`src/rtl/input_conditioner_bank.sv`:
```
// input_conditioner_bank
// Front-end conditioning for raw board inputs. Each switch passes through a
// two-flop synchronizer. Each button is synchronized the same way, then
// debounced: the conditioned level follows the synchronized value only after
// the two have disagreed for WAIT_TIME+1 consecutive edges. Every accepted
// transition produces a one-cycle rise or fall pulse, so one press yields one
// action downstream.
module input_conditioner_bank #(
    parameter int WIDTH         = 4,
    parameter int WAIT_TIME     = 3,
    parameter int COUNTER_WIDTH = 3
) (
    input  logic             clk,
    input  logic             reset,
    input  logic [WIDTH-1:0] btn,
    input  logic [WIDTH-1:0] sw,
    output logic [WIDTH-1:0] btn_level,
    output logic [WIDTH-1:0] btn_rise,
    output logic [WIDTH-1:0] btn_fall,
    output logic [WIDTH-1:0] sw_sync
);

    // The counter must be able to represent WAIT_TIME.
    generate
        if ((1 << COUNTER_WIDTH) <= WAIT_TIME) begin : g_bad_counter_width
            $error("input_conditioner_bank: COUNTER_WIDTH cannot hold WAIT_TIME");
        end
    endgenerate

    localparam logic [COUNTER_WIDTH-1:0] CNT_MAX = COUNTER_WIDTH'(WAIT_TIME);
    localparam logic [COUNTER_WIDTH-1:0] CNT_ONE = COUNTER_WIDTH'(1);

    // Synchronizer stages: s0 may go metastable, s1 is the first usable copy.
    logic [WIDTH-1:0] btn_s0_q;
    logic [WIDTH-1:0] btn_s1_q;
    logic [WIDTH-1:0] sw_s0_q;
    logic [WIDTH-1:0] sw_s1_q;

    // Debounce state and registered edge pulses.
    logic [WIDTH-1:0]         level_q, level_d;
    logic [WIDTH-1:0]         rise_q,  rise_d;
    logic [WIDTH-1:0]         fall_q,  fall_d;
    logic [COUNTER_WIDTH-1:0] cnt_q [WIDTH];
    logic [COUNTER_WIDTH-1:0] cnt_d [WIDTH];

    // Two-flop synchronizer chains for buttons and switches.
    always_ff @(posedge clk) begin
        // NOTE: flops use non-blocking assignments so every stage samples the
        // pre-edge value of the stage before it; blocking here would collapse
        // the chain into a single flop.
        if (reset) begin
            btn_s0_q <= '0;
            btn_s1_q <= '0;
            sw_s0_q  <= '0;
            sw_s1_q  <= '0;
        end else begin
            btn_s0_q <= btn;
            btn_s1_q <= btn_s0_q;
            sw_s0_q  <= sw;
            sw_s1_q  <= sw_s0_q;
        end
    end

    // Debounce next state: count edges of disagreement, commit on the one
    // after the count reaches WAIT_TIME, and clear the count on any agreement.
    always_comb begin
        // NOTE: every signal written here gets a default first, so no branch
        // leaves a value unassigned and no latch is inferred.
        level_d = level_q;
        rise_d  = '0;
        fall_d  = '0;
        for (int i = 0; i < WIDTH; i++) begin
            cnt_d[i] = '0;
            if (btn_s1_q[i] != level_q[i]) begin
                if (cnt_q[i] == CNT_MAX) begin
                    level_d[i] = btn_s1_q[i];
                    rise_d[i]  = btn_s1_q[i];
                    fall_d[i]  = ~btn_s1_q[i];
                end else begin
                    cnt_d[i] = cnt_q[i] + CNT_ONE;
                end
            end
        end
    end

    // Debounce state register; reset drops any transition still being counted.
    always_ff @(posedge clk) begin
        if (reset) begin
            level_q <= '0;
            rise_q  <= '0;
            fall_q  <= '0;
            for (int i = 0; i < WIDTH; i++) begin
                cnt_q[i] <= '0;
            end
        end else begin
            level_q <= level_d;
            rise_q  <= rise_d;
            fall_q  <= fall_d;
            for (int i = 0; i < WIDTH; i++) begin
                cnt_q[i] <= cnt_d[i];
            end
        end
    end

    assign btn_level = level_q;
    assign btn_rise  = rise_q;
    assign btn_fall  = fall_q;
    assign sw_sync   = sw_s1_q;

endmodule

```
`config.mk`:
```
export PLATFORM = sky130hd
export DESIGN_NAME = input_conditioner_bank
export DESIGN_NICKNAME = d
export VERILOG_FILES = /design/src/rtl/input_conditioner_bank.sv
export SDC_FILE = /design/constraint.sdc
export NUM_CORES = 1
export LEC_CHECK = 0
export CORE_MARGIN = 10
export CORE_UTILIZATION = 35
export DETAILED_ROUTE_END_ITERATION = 8
export PLACE_DENSITY = 0.6
export SLEW_MARGIN = 20
export SYNTH_ARGS = -nofsm -noshare
export SYNTH_HDL_FRONTEND = slang
export SYNTH_SLANG_ARGS = --single-unit
export TNS_END_PERCENT = 100
```
`constraint.sdc`:
```
create_clock -name clk -period 1.3 [get_ports clk]
set_input_delay 0.39 -clock clk [delete_from_list [all_inputs] [get_ports clk]]
set_output_delay 0.39 -clock clk [all_outputs]
set_load 0.1 [all_outputs]
```
==> reports/metrics.cfg, run 1 <==
[floorplanning]
die_h_um = 81.8
row_count = 22
fp.dieW_um = 81.8
dieArea_sq_um = 6690
core_sq_um = 3690
initial_core_util_pct = 36.3
io_pins = 26

[synth]
synth_cell_type_count = 14
syn-num-nets = 122
ys_seq_elements = 40
avgSynthCellArea_sq_um = 12.9
synth_area_sq_um = 1340
synth_area_leader_cell = dfxtp_1
synth_top_area_share_pct = 59.9
ys_warn_count = 0
syn-instance-count = 104
netlist_top_cells_area = dfxtp_1 60%, ha_1 7.5%, nor2b_1 7.5%, and4bb_2 5.6%, nor4b_2 4.5%
yosysSeqAreaShare_pct = 59.9

[setup_path]
critical-path-top-delay-family = flip-flops
end_kind = output pin
startpoint_type = register
crit_chain = buf_12
slowest_delay_ns = 0.39
crit_start = btn_level[1]$_SDFFE_PP0P_
ff2ff_path_depth = 4
critPathArrivalTime_ns = 0.86
reg2reg_from = cnt_q[2][0]$_SDFF_PP0_
r2r_slack_ns = 0.16
r2r-end = btn_level[2]$_SDFFE_PP0P_
cp.required_ns = 0.91
crit_fanout = 5
path_buf_inv = 1
path_class = register to output pin
cp_slowest_cell = dfxtp_2

[sta]
maxSlewViolCount = 0
fin_tns_setup_ns = 0
period_share_pct = 96.5
rsz0062_at_grt = false
fmax_ghz = 0.797
hold_viol_final = 0
worst_slew_pin_slew_ns = 0.302
fin_skew_ns = 0.00253
min_period_ns = 1.25
fin_hold_ws_ns = 0.431
finalSetupViolations = 0
relSlewSlack_pct = 79.7

[clock_tree]
cts_max_path_buffers = 2
cts_setup_buffers = 0
cts_buffers = 5
tritoncts = yes
cts_root_buf = clkbuf_8
ctsHoldBuffers = 0
insertion_delay_ns = 0.28
clk_pin_slew_ns = 0.07
numClockSinks = 40
post_cts_resized = 0
h-tree-depth = 2

[cells_and_area]
final_area_sq_um = 1940
final_cell_mix = 36 x dfxtp_1, 17 x buf_12, 16 x nor2b_1
diodes = 0
drive_gt1_share_pct = 29.9
final_common_cell = dfxtp_1
synthToLayoutAreaGrowth_pct = 45.0
fill_cells = 322
final_nets = 154

[power]
p_leak_nw = 0.729
power_mw = 2.37
power.switching_uw = 477
p_sw_share_pct = 20.1
pwr_density_cell_nw_per_um2 = 1220
clockPowerShare_pct = 40.6
combPwrFrac_pct = 6.2
ir_worst_vdd_mv = 0.813
p_seq_share_pct = 53.3
p_int_mw = 1.89

[route]
drc = 0
drt_first_pass_iters = 2
routed_wl_um = 2150
vias = 843
drtIter0Drc = 8
avgViaCountPerCell = 4.56
drtAntennaViolNets = 0
wl_per_cell_um = 11.6

[global_route]
track_usage_pct = 7.21
grt_start_max_net_pins = 24
first_global_vias = 882
grt_pass1_wl_um = 3700
antenna_found_initial = 0
gr-total-overflow = 0

[job]
drv_cap = 0

[worst_hold_path]
whs_path_depth = 1
hp-class = register to register
min_from = cnt_q[3][0]$_SDFF_PP0_
min_to = cnt_q[3][0]$_SDFF_PP0_

[placement]
place_hpwl_um = 1690
place.gp.congestion = 0.663
io_buffers = 25
post_dp_cell_area_sq_um = 1830

[outcome]
outcome = complete, no violations

-- cell usage after synthesis --
cell type / instances
dfxtp_1: 40
nor2b_1: 16
ha_1: 8
nor4_1: 8
and4bb_2: 6
inv_1: 4
mux2i_1: 4
nor2_1: 4
nor4b_2: 4
xnor2_1: 4
buf_2: 2
nor4bb_1: 2
buf_6: 1
clkbuf_2: 1
-- per-stage QoR --
| stage | worst slack [ns] | util (%) | std cells |
|---|---|---|---|
| after global placement | -0.156 | 49.6 | 177 |
| final | 0.0457 | 52.6 | 185 |
| after floorplan | 0.00102 | - | 104 |
| after CTS | 0.0221 | 52.5 | 185 |
| after detailed placement | -0.180 | 49.6 | 177 |
| after global routing | 0.00400 | 52.6 | 185 |
-- layer usage --
metal / GRT usage [%] / vias up / wire length [um]
met2: 12.3 / 27 / 1050
li1: - / 421 / -
met5: 0 / - / 0
met3: 5.46 / 5 / 255
met4: 3.06 / 0 / 24
met1: 6.24 / 390 / 819
-- cell families after synthesis --
| logic type | count (synthesis) | synth area share, % |
|---|---|---|
| adder cells (fa/ha/maj) | 8 | 7.48 |
| buffers and inverters | 8 | 3.09 |
| AND/OR/NAND/NOR | 40 | 23.9 |
| multiplexers | 4 | 2.99 |
| XOR/XNOR | 4 | 2.62 |
| flip-flops | 40 | 59.9 |
-- flip-flops by register name, summed over array words and instances, names as in the netlist --
signal     count
btn_fall       4
btn_level      4
btn_rise       4
btn_s0_q       4
btn_s1_q       4
cnt_q         12
sw_s0_q        4
sw_sync        4
-- layout make-up --
type,instances,area (sq um),share of cell area [%]
Clock inverter,2,35.0,1.81
Clock buffer,6,72.6,3.74
Tap cell,48,60.1,3.10
Inverter,4,15.0,0.774
Multi-Input combinational cell,56,495,25.5
Timing Repair Buffer,29,453,23.4
Sequential cell,40,808,41.7
-- how the worst max path moves through the flow --
| stage | to | cells after the start |
|---|---|---|
| 2_1_floorplan | btn_fall[0] | 0 |
| 3_3_place_gp | btn_fall[0]$_SDFF_PP0_ | 3 |
| 3_5_place_dp | btn_fall[1]$_SDFF_PP0_ | 3 |
| 4_1_cts | btn_level[3] | 1 |
| 5_1_grt | btn_level[2] | 1 |
| 6_report | btn_level[1] | 1 |
-- power by group through the flow --
stage	sequential, mW	clock, mW	combinational (mW)
final	1.26	0.962	0.146
after global routing	1.27	1.05	0.158
after CTS	1.26	0.998	0.149
after detailed placement	1.29	0	0.149
after global placement	1.29	0	0.146
after floorplan	1.32	0	0.0486
Note: power is estimated with default switching activity, not from simulation.
==> run 2, diff against run 1 <==
--- a/config.mk
+++ b/config.mk
@@ -8,6 +8,7 @@
 export CORE_MARGIN = 10
 export CORE_UTILIZATION = 35
 export DETAILED_ROUTE_END_ITERATION = 8
+export HOLD_SLACK_MARGIN = 0.08
 export PLACE_DENSITY = 0.6
 export SLEW_MARGIN = 20
 export SYNTH_ARGS = -nofsm -noshare
==> constraint.sdc (replaced) <==
create_clock -name clk -period 1.3 [get_ports clk]
set_input_delay 0.195 -clock clk [delete_from_list [all_inputs] [get_ports clk]]
set_output_delay 0.195 -clock clk [all_outputs]
set_load 0.1 [all_outputs]
==> run 2 against run 1 <==
Against the previous run:
- via count down 1.5%
- sequential cell count unchanged
- total power is 4.7% lower
- count of clock-buffer cells in the layout is 1 higher
- first-iteration DRC count rose to 4.6 times the previous value
- sequential power about the same
- clock power shrank 11%
- non-clock buffer count decreased by 1
- largest cell class unchanged
- highest routed layer unchanged
==> reports/metrics.cfg, run 2 (synthesized netlist as in run 1, its figures left out) <==
[global_route]
grt_pass1_wl_um = 3800
antenna_found_initial = 0
track_usage_pct = 7.42
first_global_vias = 849
grt_start_max_net_pins = 29
gr-total-overflow = 0

[route]
drtIter0Drc = 37
routed_wl_um = 2210
wl_met1_um = 854
drtAntennaViolNets = 0
highest_layer = met4
route.met2.wl_um = 1000
avgViaCountPerCell = 4.54
wl_per_cell_um = 12.1
route.met3.wl_um = 304
vias = 830
drc = 0
drt_first_pass_iters = 2

[sta]
fmax_ghz = 0.835
hold_viol_final = 0
maxSlewViolCount = 0
worst_slew_pin_slew_ns = 0.310
fin_ws_ns = 0.102
rsz0062_at_grt = false
min_period_ns = 1.20
fin_skew_ns = 0.00314
finalSetupViolations = 0
fin_tns_setup_ns = 0
relSlewSlack_pct = 79.2
period_share_pct = 92.1
fin_hold_ws_ns = 0.436

[job]
drv_cap = 0

[setup_path]
cp.required_ns = 1.48
crit_chain = ha_1 -> ha_1 -> nor4_1
slowest_delay_ns = 0.32
critPathArrivalTime_ns = 1.38
path_class = register to register
end_kind = register
ff2ff_path_depth = 3
crit_fanout = 2
critical-path-top-delay-family = adder cells
reg2reg_from = cnt_q[2][0]$_SDFF_PP0_
crit_top_cell = ha_1
r2r-end = cnt_q[2][2]$_SDFF_PP0_
startpoint_type = register
r2r_slack_ns = 0.10
cp_slowest_cell = dfxtp_1
path_buf_inv = 0

[power]
ir_worst_vdd_mv = 0.712
p_leak_nw = 0.719
power_mw = 2.26
pwr_density_cell_nw_per_um2 = 1180

[cells_and_area]
final_common_cell = dfxtp_1
synthToLayoutAreaGrowth_pct = 43.4
drive_gt1_share_pct = 29.6
top_register = cnt_q
diodes = 0
largest_register_ffs = 12
final_cell_mix = 36 x dfxtp_1, 17 x buf_12, 16 x nor2b_1
final_nets = 153
final_area_sq_um = 1920

[floorplanning]
dieArea_sq_um = 6690
core_sq_um = 3690
initial_core_util_pct = 36.3
row_count = 22
fp.dieW_um = 81.8
io_pins = 26
die_h_um = 81.8

[clock_tree]
cts_setup_buffers = 0
cts_buffers = 5
numClockSinks = 40
clk_pin_slew_ns = 0.07
h-tree-depth = 2
cts_max_path_buffers = 2
cts_root_buf = clkbuf_8
insertion_delay_ns = 0.29
post_cts_resized = 0
ctsHoldBuffers = 0
tritoncts = yes

[placement]
place.gp.congestion = 0.649
post_dp_cell_area_sq_um = 1820
place_ws_ns = 0.0138
io_buffers = 25
place_hpwl_um = 1670

[worst_hold_path]
min_to = cnt_q[3][0]$_SDFF_PP0_
hp-class = register to register
min_from = cnt_q[3][0]$_SDFF_PP0_
whs_path_depth = 1

[outcome]
outcome = complete, no violations

run 2: cell type report:
class	instances	area [sq um]
multi-input cells	56	495
inverters	4	15.0
well taps	48	60.1
flip-flops and latches	40	806
clock buffers	7	96.3
fillers	343	1770
repair buffers	28	445
run 2: worst max path at each step:
stage                              start  cells after the start  slack [ns]                endpoint
6_report          cnt_q[2][0]$_SDFF_PP0_                      3        0.10  cnt_q[2][2]$_SDFF_PP0_
5_1_grt           cnt_q[2][0]$_SDFF_PP0_                      3        0.03  cnt_q[2][2]$_SDFF_PP0_
4_1_cts           cnt_q[2][0]$_SDFF_PP0_                      3        0.08  cnt_q[2][2]$_SDFF_PP0_
3_5_place_dp                       reset                      3        0.01  cnt_q[2][2]$_SDFF_PP0_
3_3_place_gp                       reset                      3        0.03  btn_rise[0]$_SDFF_PP0_
2_1_floorplan  btn_level[1]$_SDFFE_PP0P_                      2        0.14  cnt_q[1][1]$_SDFF_PP0_
run 2: metrics by stage:
step / util (%) / std cells
CTS: 52.0 / 183
floorplan: - / 104
finish: 52.0 / 183
global route: 52.0 / 183
global placement: 49.4 / 176
detailed placement: 49.4 / 176
run 2: routing by layer:
layer | vias up | global-route usage, %
li1 | 419 | -
met1 | 380 | 6.96
met2 | 26 | 11.4
met3 | 5 | 6.22
met4 | 0 | 3.57
met5 | - | 0
run 2: report_power, final:
group | internal [mW] | switching [mW]
Sequential | 1.25 | 0.0132
Combinational | 0.0734 | 0.0701
Clock | 0.472 | 0.380
Total | 1.80 | 0.463
